### config.mk
export PLATFORM = sky130hd
export DESIGN_NAME = mem_arbiter
export DESIGN_NICKNAME = d
export VERILOG_FILES = /design/src/rtl/mem_arbiter.sv
export SDC_FILE = /design/constraint.sdc
export NUM_CORES = 1
export LEC_CHECK = 0
export ABC_CLOCK_PERIOD_IN_PS = 3200
export CORE_UTILIZATION = 25
export DETAILED_ROUTE_END_ITERATION = 7
export PLACE_DENSITY = 0.63
export SYNTH_ARGS = -nofsm -noshare
export SYNTH_HDL_FRONTEND = slang
export SYNTH_SLANG_ARGS = --single-unit
### constraint.sdc
create_clock -name Clk -period 3.2 [get_ports Clk]
set_input_delay 0.64 -clock Clk [delete_from_list [all_inputs] [get_ports Clk]]
set_output_delay 0.64 -clock Clk [all_outputs]
set_load 0.02 [all_outputs]
### src/rtl/mem_arbiter.sv
// Two-requester (instruction fetch / data) arbiter in front of a single-port
// unified memory; round-robin grant, one transaction per three cycles.
module mem_arbiter #(
  parameter int unsigned DEPTH = 1024
) (
  input  logic        Clk,
  input  logic        Rst_n,
  input  logic        I_Req,
  input  logic [31:0] I_Address,
  output logic        I_Ack,
  output logic [31:0] I_RData,
  input  logic        D_Req,
  input  logic [31:0] D_Address,
  input  logic        D_WriteEnable,
  input  logic [31:0] D_WriteData,
  output logic        D_Ack,
  output logic [31:0] D_RData,
  output logic        Err,
  output logic [31:0] Mem_Address,
  output logic [31:0] Mem_WriteData,
  output logic        Mem_WriteEnable,
  input  logic [31:0] Mem_Data,
  output logic        Busy,
  output logic        Grant
);

  localparam logic [1:0] IDLE   = 2'd0;
  localparam logic [1:0] ACCESS = 2'd1;
  localparam logic [1:0] DONE   = 2'd2;

  localparam logic [31:0] DEPTH_W = 32'(DEPTH);

  logic [1:0]  state_q, state_d;
  logic        last_grant_q, last_grant_d;  // 1 = D was served last
  logic        grant_q, grant_d;
  logic [31:0] addr_q, addr_d;
  logic [31:0] wdata_q, wdata_d;
  logic        we_q, we_d;
  logic        i_ack_q, i_ack_d;
  logic        d_ack_q, d_ack_d;
  logic        err_q, err_d;
  logic [31:0] i_rdata_q, i_rdata_d;
  logic [31:0] d_rdata_q, d_rdata_d;

  logic        in_range;
  logic        pick_d;

  assign in_range = (addr_q < DEPTH_W);

  // On a conflict the requester that was not served last wins.
  assign pick_d = D_Req & (~I_Req | ~last_grant_q);

  always_comb begin
    // NOTE: every variable gets a default here so no path leaves it unassigned
    // and infers a latch; the pulse outputs default to 0 rather than hold.
    state_d      = state_q;
    last_grant_d = last_grant_q;
    grant_d      = grant_q;
    addr_d       = addr_q;
    wdata_d      = wdata_q;
    we_d         = we_q;
    i_ack_d      = 1'b0;
    d_ack_d      = 1'b0;
    err_d        = 1'b0;
    i_rdata_d    = i_rdata_q;
    d_rdata_d    = d_rdata_q;

    case (state_q)
      IDLE: begin
        if (I_Req | D_Req) begin
          state_d      = ACCESS;
          grant_d      = pick_d;
          last_grant_d = pick_d;
          addr_d       = pick_d ? D_Address : I_Address;
          wdata_d      = pick_d ? D_WriteData : 32'd0;
          we_d         = pick_d & D_WriteEnable;
        end
      end
      ACCESS: begin
        state_d = DONE;
        err_d   = ~in_range;
        if (grant_q) begin
          d_ack_d   = 1'b1;
          d_rdata_d = in_range ? Mem_Data : 32'd0;
        end else begin
          i_ack_d   = 1'b1;
          i_rdata_d = in_range ? Mem_Data : 32'd0;
        end
      end
      DONE:    state_d = IDLE;
      default: state_d = IDLE;
    endcase
  end

  always_ff @(posedge Clk) begin
    // NOTE: non-blocking assignments so every register samples pre-edge values,
    // independent of statement order.
    if (!Rst_n) begin
      state_q      <= IDLE;
      last_grant_q <= 1'b1;
      grant_q      <= 1'b0;
      addr_q       <= 32'd0;
      wdata_q      <= 32'd0;
      we_q         <= 1'b0;
      i_ack_q      <= 1'b0;
      d_ack_q      <= 1'b0;
      err_q        <= 1'b0;
      i_rdata_q    <= 32'd0;
      d_rdata_q    <= 32'd0;
    end else begin
      state_q      <= state_d;
      last_grant_q <= last_grant_d;
      grant_q      <= grant_d;
      addr_q       <= addr_d;
      wdata_q      <= wdata_d;
      we_q         <= we_d;
      i_ack_q      <= i_ack_d;
      d_ack_q      <= d_ack_d;
      err_q        <= err_d;
      i_rdata_q    <= i_rdata_d;
      d_rdata_q    <= d_rdata_d;
    end
  end

  // Rst_n gates the strobe directly so a reset during ACCESS blocks the write
  // at the very edge that would have committed it.
  assign Mem_WriteEnable = (state_q == ACCESS) & we_q & grant_q & in_range & Rst_n;
  assign Mem_Address     = addr_q;
  assign Mem_WriteData   = wdata_q;
  assign I_Ack           = i_ack_q;
  assign D_Ack           = d_ack_q;
  assign Err             = err_q;
  assign I_RData         = i_rdata_q;
  assign D_RData         = d_rdata_q;
  assign Busy            = (state_q != IDLE);
  assign Grant           = grant_q;

endmodule
==> results.cfg <==
[worst_setup_path]
crit_type = flip-flop to output port
startpoint_type = flip-flop
path_max_fanout = 3
slowest_delay_ps = 660
worstSetupEndpoint = Mem_WriteEnable
arrival_ps = 2380
path_delay_family = simple AND/OR/NAND/NOR gates
r2r_setup_slack_ps = 1120
r2r_end = D_RData[3]
cp_num_buf_inv = 1
r2r.worst_path.cells = 4
cp.required_ps = 2560
cp-end-kind = output port
worst-path-stages = 4
rr_startpoint = Mem_Address[26]
crit_path_top_delay_cell = clkdlybuf4s50_1
critPathLaunch = Mem_Address[26]
path_cells = nor4_1, nand4_1, nor4_2, clkdlybuf4s50_1

[timing]
finalHoldViolCount = 0
tightestPinTransition_ps = 1048
fmax_mhz = 330.7
slew_headroom = 0.3013
min_period_ps = 3024
tns_ps = 0
skew_ps = 12.41
slew_violations = 0
finalSetupViolCount = 0
holdWs_ps = 464.7
rsz0062_at_grt = no
fin_crit_sh = 0.9451

[global_route]
grt_pass1_vias = 5438
grt_max_degree = 85
grt_antenna_before_repair = 0
track_usage = 0.1579
grt_remaining_overflow = 0
grt_pass1_wl_um = 29810

[power_and_ir_drop]
total_power_uw = 4610
clockPowerShare = 0.415
seqPwrFrac = 0.395
p_int_uw = 3229
powerDensity_nw_per_um2 = 500.2
netSwitchingFraction = 0.2994
power.leakage_uw = 0.003252
comb_power_share = 0.190
ir_drop_mv = 0.2592
power.switching_uw = 1380

[logic_synthesis]
syn_area_per_cell_um2 = 9.771
yosys_warnings = 0
ys.flop_type = dfxtp_1
synth_area_leaders = dfxtp_1, o41ai_2, a21oi_1
synth_cell_types = 28
synth_top_area_frac = 0.4660
netlist_instances = 598
yosysTopAreaCell = dfxtp_1
syn-cell-area_um2 = 5843
ys_ff_latch = 136
ys_seq_area_frac = 0.4660
syn-num-nets = 731
synth-async-reset-ratio = 0
synth_edf_count = 0

[min_path]
holdCritPathClass = flip-flop to flip-flop

[clock_network]
numCtsBuffers = 17
cts-root-buf = clkbuf_16
cts_setup_buffers = 0
h-tree-depth = 4
clkLatencyLatePin_ps = 420
cts_tree = done
post_cts_resized = 0
cts.hold.buffers_added = 0
path_clk_slew_ps = 60
clock_path_buffers = 2
cts_sinks = 136

[placed_design]
gp_congestion = 0.7333
hpwl_um = 12510
portBuffers = 266

[die]
die_x_um = 154.9
die_area_um2 = 23990
row_count = 55
io_pins = 267
die_y_um = 154.9
core_area_um2 = 22780
start_util = 0.2565

[route]
dr.pass1.iters = 5
ant_nets = 0
via_per_inst = 4.928
wl_um = 19210
wl_per_cell_um = 16.79
drtIter0Drc = 345
drc = 0
vias = 5638

[layout]
n_antenna_cell = 0
area_delta_synth_final_pct = 57.73
layout_commonest_cell = clkdlybuf4s50_1
final_cell_mix = clkdlybuf4s50_1, dfxtp_1, a21oi_1, nand3_1, o41ai_2
final_nets = 952
drive_gt1_frac = 0.1119

[run_status]
status = completed

[run]
max-cap-violations = 0
routing by layer:
metal / routed length [um] / share of wire / up-vias / GRT usage
li1: - / - / 2733 / -
met4: 420 / 0.022 / 0 / 0.06506
met5: 0 / 0 / - / 0
met3: 1625 / 0.085 / 25 / 0.05571
met1: 8672 / 0.45 / 2654 / 0.2024
met2: 8489 / 0.44 / 226 / 0.2400
synth_stat cells (all sizes together) (2+ instances only):
cell type / n
clkbuf: 36
buf: 41
nand4: 34
inv: 2
mux2i: 32
a21oi: 66
nand2: 35
o21ai: 35
nand3: 66
nor2: 6
o41ai: 64
nor4: 6
dfxtp: 136
a211oi: 32
logic make-up after synthesis:
kind of cell	count (synthesis)	share of synthesized area
compound gates	199	0.2782
simple gates	152	0.1336
flops	136	0.4660
buf+inv	79	0.06745
mux	32	0.05482
through the flow:
step           std cells  instance area (um2)  setup WS [ps]  utilization
6_report            1144                 9216          175.8       0.4046
5_1_grt             1144                 9216          111.0       0.4046
4_1_cts             1144                 9216          149.7       0.4046
3_5_place_dp        1113                 8648          610.6       0.3797
3_3_place_gp        1113                 8648          569.3       0.3797
2_1_floorplan        598                 5843          904.7            -
cell type report:
type / instances / area, um2
fillers: 2332 / 13560
repair buffers: 279 / 2783
multi-input cells: 383 / 2744
flip-flops and latches: 136 / 2723
clock buffers: 17 / 425.4
well taps: 313 / 391.6
clock inverters: 14 / 142.6
inverters: 2 / 7.507
worst reg2reg max path, delay by kind of cell (launching register included):
| family | cells | cell delay (ps) |
|---|---|---|
| compound gates | 1 | 510 |
| buf+inv | 1 | 440 |
| flops | 1 | 350 |
| simple gates | 2 | 670 |
worst min-delay path by stage:
stage                start     endpoint  slack, ps  depth (start not counted)
2_1_floorplan   state_q[1]   state_q[1]        440                          1
3_3_place_gp   D_RData[16]  D_RData[16]        450                          2
3_5_place_dp   D_RData[10]  D_RData[10]        460                          2
4_1_cts        D_RData[16]  D_RData[16]        470                          2
5_1_grt        D_RData[12]  D_RData[12]        480                          2
6_report       D_RData[10]  D_RData[10]        460                          2
sequential cells by signal, indices dropped and copies added, names as in the netlist:
register       count
Mem_WriteData     32
Grant              1
Mem_Address       32
Err                1
D_Ack              1
I_RData           32
state_q            2
last_grant_q       1
I_Ack              1
D_RData           32
we_q               1
power by group through the flow:
stage | registers [uW] | logic (uW) | clock network [uW]
3_3_place_gp | 1860 | 881 | 0
3_5_place_dp | 1860 | 879 | 0
2_1_floorplan | 1930 | 393 | 0
5_1_grt | 1830 | 940 | 2050
4_1_cts | 1820 | 882 | 1980
6_report | 1820 | 876 | 1910
Power figures use the tool's default switching activity.
